==> config.mk <==
export PLATFORM = sky130hd
export DESIGN_NAME = led_pattern_gen
export DESIGN_NICKNAME = d
export VERILOG_FILES = /design/src/rtl/led_pattern_gen.sv
export SDC_FILE = /design/constraint.sdc
export NUM_CORES = 1
export LEC_CHECK = 0
export ABC_AREA = 1
export ABC_CLOCK_PERIOD_IN_PS = 1800
export BUFFER_PORTS_ARGS = -buffer_cell sky130_fd_sc_hd__buf_2
export CORE_MARGIN = 1.5
export CORE_UTILIZATION = 50
export DETAILED_ROUTE_END_ITERATION = 8
export PLACE_DENSITY = 0.67
export SYNTH_ARGS = -nofsm -noshare
export SYNTH_HDL_FRONTEND = slang
export SYNTH_SLANG_ARGS = --single-unit
==> constraint.sdc <==
create_clock -name i_Clk -period 1.8 [get_ports i_Clk]
set_input_delay 0.36 -clock i_Clk [delete_from_list [all_inputs] [get_ports i_Clk]]
set_output_delay 0.36 -clock i_Clk [all_outputs]
set_load 0.05 [all_outputs]
==> src/rtl/led_pattern_gen.sv <==
// Multi-LED pattern generator: a prescaler produces a step tick that advances
// one of four runtime-selectable patterns (blink, alternate, chase, count).
module led_pattern_gen #(
    parameter int unsigned NUM_LEDS      = 4,
    parameter int unsigned CLKS_PER_STEP = 12_500_000
) (
    input  logic                i_Clk,
    input  logic                i_Rst,
    input  logic                i_Enable,
    input  logic [1:0]          i_Mode,
    output logic [NUM_LEDS-1:0] o_LED,
    output logic                o_Step
);

    localparam int unsigned PW = (CLKS_PER_STEP > 1) ? $clog2(CLKS_PER_STEP) : 1;
    localparam logic [PW-1:0]       LAST = PW'(CLKS_PER_STEP - 1);
    localparam logic [NUM_LEDS-1:0] ONE  = NUM_LEDS'(1);

    typedef enum logic [1:0] {
        MODE_BLINK     = 2'd0,
        MODE_ALTERNATE = 2'd1,
        MODE_CHASE     = 2'd2,
        MODE_COUNT     = 2'd3
    } mode_t;

    logic [PW-1:0]       presc;
    logic [NUM_LEDS-1:0] s;
    logic [NUM_LEDS-1:0] c;
    mode_t               m;

    logic                step_c;
    mode_t               mode_in_c;
    logic [NUM_LEDS-1:0] s_next_c;
    logic [NUM_LEDS-1:0] c_next_c;
    logic [NUM_LEDS-1:0] led_next_c;

    // LED image for a given mode, step count and chase position
    function automatic logic [NUM_LEDS-1:0] pattern(
        input mode_t               mode,
        input logic [NUM_LEDS-1:0] cnt,
        input logic [NUM_LEDS-1:0] hot
    );
        logic [NUM_LEDS-1:0] res;
        res = '0;
        case (mode)
            MODE_BLINK:     res = {NUM_LEDS{cnt[0]}};
            MODE_ALTERNATE: begin
                for (int i = 0; i < NUM_LEDS; i++) begin
                    res[i] = (i % 2 == 0) ? cnt[0] : ~cnt[0];
                end
            end
            MODE_CHASE:     res = hot;
            default:        res = cnt;
        endcase
        return res;
    endfunction

    // A mode change restarts the pattern from step 0, otherwise it advances
    always_comb begin
        step_c     = 1'b0;
        mode_in_c  = mode_t'(i_Mode);
        s_next_c   = s;
        c_next_c   = c;
        led_next_c = o_LED;

        step_c = i_Enable && (presc == LAST);
        if (mode_in_c != m) begin
            s_next_c = '0;
            c_next_c = ONE;
        end else begin
            s_next_c = s + ONE;
            c_next_c = {c[NUM_LEDS-2:0], c[NUM_LEDS-1]};
        end
        led_next_c = pattern(mode_in_c, s_next_c, c_next_c);
    end

    always_ff @(posedge i_Clk or posedge i_Rst) begin
        if (i_Rst) begin
            presc  <= '0;
            s      <= '0;
            c      <= ONE;
            m      <= MODE_BLINK;
            o_LED  <= '0;
            o_Step <= 1'b0;
        end else begin
            o_Step <= step_c;
            if (i_Enable) begin
                presc <= step_c ? '0 : presc + PW'(1);
            end
            if (step_c) begin
                m     <= mode_in_c;
                s     <= s_next_c;
                c     <= c_next_c;
                o_LED <= led_next_c;
            end
        end
    end

endmodule

**Yosys cells after proc, flatten, opt, wreduce, memory -nomap -nowiden**

Cells that the tools add are included.

- Register bits: 39
- Bits in latches: 0
- Bits in writable memories: 0
- ROM bits: 0
- Input port bits: 5
- Output and inout bits: 5
- Logic and storage cells: 19
- Memories: 0

- Add/subtract/negate cells: 2
- Multipliers: 0
- Div/mod/pow operators: 0
- Order comparisons: 0
- Equal/unequal tests: 4
- Shifts and indexed selects: 0
- Mux-type cells: 4
- Bitwise gates (word level): 1
- Reduce and logical (&&, ||, !) cells: 2

Operators by type and width:

| operator | number |
|---|---|
| adder 24 x 1 -> 24 bit (second input constant) | 1 |
| == test 24 bit (second input constant) | 1 |
| two-way mux 24 bit | 1 |
| case mux 4 bit (3 select lines) | 1 |
| two-way mux 4 bit | 2 |
| adder 4 x 1 -> 4 bit (second input constant) | 1 |
| == test 2 x 1 -> 1 bit (second input constant) | 1 |
| == test 2 bit (second input constant) | 1 |
| zero test 2 bit | 1 |
| inequality test 2 bit | 1 |
| logical AND 1 bit | 1 |
| inverter 1 bit | 1 |

**Depth between registers and ports, before layout**

- Depth after elaboration: 4
- Depth in mapped cells: 9
- Mapped depth without buffers: 9

**Worst setup path before layout**

Ideal clock, no wire load.

- Path type: register to register
- Start point: reg presc[1]
- End point: reg m[0]
- Setup time: 0.117 ns
- Data arrival time: 1.271 ns
- Data required time: 1.683 ns
- Path slack: 0.412 ns
- Stages on the path, launching flop included: 10
- Clock period less this slack: 1.388 ns
- Path through: dfrtp_1 -> ha_1 -> nand3_4 -> clkinv_2 -> nand2_2 -> nor2_4 -> nand2_4 -> buf_6 -> nand2_1 -> o21ai_2

- Word-level cells in the longest chain between the ends: 2

RTL lines:

| element | line | RTL |
|---|---|---|
| start: declaration | 26 | `logic [PW-1:0] presc;` |
| start signal: assignment | 88 | `presc <= step_c ? '0 : presc + PW'(1);` |
| == test 24 bit | 66 | `step_c = i_Enable && (presc == LAST);` |
| logical AND 1 bit | 66 |  |
| end signal: assignment | 91 | `m <= mode_in_c;` |
| end: declaration | 29 | `mode_t m;` |

No other way between the ends.
A chain may end at the register's enable or synchronous reset.

**Final worst setup path**

- Start point: reg presc[1]
- End point: reg s[0]

- Word-level cells in the longest chain between the ends: 2

RTL lines:

| element | line | RTL |
|---|---|---|
| == test 24 bit | 66 |  |
| logical AND 1 bit | 66 |  |
| end signal: assignment | 92 | `s <= s_next_c;` |
| end: declaration | 27 | `logic [NUM_LEDS-1:0] s;` |

No other way between the ends.

==> metrics.csv <==
stage,metric,value,unit
status,status,"complete, no violations",
timing,slack of the critical path,165,ps
timing,Slew @ Worst Pin,480,ps
cts,Post-CTS Hold Buffers,0,
timing,Slew HR,68.0,%
cts,CTS tree,built,
setup_path,Critical Path AT,1820,ps
route,Remaining DRCs,0,
global_route,largest net degree at the start of global routing,40,
timing,count of final max-slew check failures,0,
setup_path,worst r2r dst,s[0],
power,Sw Pwr,691,uW
cts,Root Driver,clkbuf_8,
cts,clk slew on worst S/H paths,80,ps
global_route,initial antenna violation count,0,
synthesis,Post-Syn Instances,320,
synthesis,post-synthesis sequential area ratio,40.5,%
global_route,All-Layer GR Usage,22.3,%
timing,Sum Neg Setup Slack,0,ps
cts,later-pin clock latency in the skew report,290,ps
synthesis,adder-cell share of the synthesized area,1.04,%
synthesis,Avg Inst Size Synth,7.54,um2
synthesis,XOR/XNOR Fraction of Synth Area,2.85,%
placed_design,placed inst area,2530,um2
synthesis,"Top FF cell, synth",dfrtp_1,
timing,fin crit period,1630,ps
cts,postcts setup bufs,0,
timing,RSZ-0062 raised after global routing,no,
placed_design,DP HPWL,3850,um
finish,cell area after layout,2660,um2
setup_path,slowest stage cell on the critical path,dfrtp_1,
synthesis,cell taking the most area after synthesis,dfrtp_1,
floorplanning,Die Ht,72.5,um
route,DR WL/cell,12.9,um
synthesis,Synth async-reset ratio,100,%
cts,H-tree Lvls,2,
setup_path,Worst Path Max Fanout,20,
setup_path,"slowest stage delay, CP",400,ps
power,VDD IR max,0.444,mV
floorplanning,io pins,10,
global_route,vias in the first global route,1983,
synthesis,Ys Warns,0,
synthesis,register bit total from synthesis,39,
finish,"commonest non-fill, non-tap cell in the layout",nand2_1,
route,total number of vias,2066,
synthesis,syn_nets,327,
placed_design,setup slack after placement,185,ps
setup_path,CP Buf/Inv Count,2,
synthesis,post-synth cell types,34,
route,drt total wl,5080,um
finish,synthesis-to-layout area growth,10.3,%
cts,clk buf depth,2,
finish,final core utilization,56.7,%
setup_path,WP data required,1980,ps
setup_path,reg2reg path depth,9,
setup_path,kind of critical path,flip-flop to flip-flop,
route,DRT Pass-1 Iters,4,
power,Gate power share,15.5,%
cts,CTS sink cnt,39,
cts,cts repair resizes,0,
placed_design,# port buffers,9,
floorplanning,std cell rows,25,
route,1st-iter DRT viols,147,
global_route,first-pass GRT wire length,9200,um
synthesis,post-synthesis compound-gate area fraction,6.95,%
timing,Setup Skew,5.59,ps
synthesis,proportion of synthesized area in mux cells,0,%
power,Switching Fraction,29.6,%
route,Routed Antenna Nets,0,
timing,part of the cycle the worst path needs,90.8,%
floorplanning,initial core utilization,51.4,%
setup_path,top cell family by delay on the critical path,simple AND/OR/NAND/NOR gates,
power,Leak Pwr,1.38,nW
setup_path,crit-path cells,"ha_1, nand3_4, clkinv_2, nand2_2, nor2_4, nand2_4, buf_4, nand2_2, o21ai_2",
power,internal power,1.64,mW
setup_path,reg2reg start,presc[1],
finish,fillers,451,
global_route,global route total overflow,0,
synthesis,Area contributors post-synth,"dfrtp_1 (39%), nand2_1 (13%), nor2_1 (6.8%), nand3_1 (6.4%), inv_1 (5.1%)",
cts,TritonCTS buffer count,5,
setup_path,cell mode on critical path,nand2_2,
hold_path,Worst Hold Class,input pin to asynchronous set/reset pin,
finish,nets,345,
finish,most frequent cells in the layout,"nand2_1 (81), nor2_1 (44), dfrtp_1 (38), inv_1 (33), nand3_1 (31)",
power,Seq pwr share,47.1,%
timing,max frequency,612,MHz
synthesis,Simple-Gate Fraction of Synth Area,40.2,%
finish,# diodes,0,
finish,layout cells sized above 1,20.6,%
timing,hold_ws,158,ps
floorplanning,Die Wd,72.5,um
flow_run,Max-Cap Viols,0,
setup_path,Critical Path Source Type,flip-flop,
floorplanning,core area,4690,um2
setup_path,R2R setup slack,170,ps
timing,Hold Fails Final Rpt,0,
synthesis,Mapped Area,2410,um2
route,DR vias/cell,5.26,
synthesis,main combinational cell family by area after synthesis,simple AND/OR/NAND/NOR gates,
timing,final setup fails,0,
setup_path,CP endpoint kind,flip-flop,
synthesis,post-synth top area share,39.4,%
placed_design,RePlAce Congestion,0.846,
power,clock share of power,37.4,%
power,Power Density,876,nW/um2
synthesis,number of synthesized flops with an enable pin,0,
floorplanning,Die Area,5250,um2
[power groups by stage]
stage	registers, mW	logic [mW]	clock network (mW)
after floorplan	1.06	0.329	0
after global placement	1.11	0.361	0
after detailed placement	1.11	0.362	0
after CTS	1.10	0.363	0.893
after global routing	1.12	0.419	0.924
final	1.10	0.362	0.873
[sequential cells by signal, summed over array words and instances (netlist names)]
register  flops
c             4
m             2
o_LED         4
o_Step        1
presc        24
s             4
[kinds of logic (layout without fill, tap and decap cells)]
group,count (synthesis),count (layout)
buf+inv,46,65
compound gates,24,24
fa+ha+maj,2,2
xor+xnor,7,7
flops,39,39
simple gates,202,202
[layout make-up]
class	count	area (um2)	area share, %
flip-flops and latches	39	977	36.7
inverters	41	155	5.83
repair buffers	16	97.6	3.67
multi-input cells	235	1230	46.3
well taps	54	67.6	2.54
clock buffers	6	72.6	2.73
clock inverters	2	60.1	2.26
[layer usage]
layer / GRT usage, % / up-vias / part of all wire, %
met3: 4.31 / 4 / 2.9
li1: - / 1061 / -
met5: 0 / - / 0
met1: 29.9 / 967 / 49
met2: 36.8 / 34 / 47
met4: 6.50 / 0 / 0.87
[worst min-delay path, delay by kind of cell]
| family | cells | cell delay [ps] |
|---|---|---|
| buffers and inverters | 3 | 530 |
[synthesized netlist by cell type, types with 2 or more instances]
library cell	n
inv_2	7
o21ai_0	5
xor2_1	4
a21oi_1	5
nor2_1	44
buf_6	2
nor2_4	4
nand2_1	81
xnor2_1	2
nand3_1	31
inv_1	33
nand2_4	2
nand4_1	14
ha_1	2
nor3_1	5
nand2_2	11
dfrtp_1	38
o21ai_2	11
nor2_2	4
[metrics by stage]
step	std cells	power (mW)
after floorplan	320	1.39
after global placement	385	1.48
after detailed placement	385	1.47
after CTS	393	2.35
after global routing	393	2.46
final	393	2.33
[worst max-delay path by stage]
stage	startpoint	end	slack [ps]	depth (start not counted)
after floorplan	presc[1]	m[0]	410	9
after global placement	presc[1]	s[0]	220	9
after detailed placement	presc[1]	o_LED[0]	180	9
after CTS	presc[1]	s[0]	160	9
after global routing	presc[1]	s[0]	40	9
final	presc[1]	s[0]	170	9
Power figures use the tool's default switching activity.
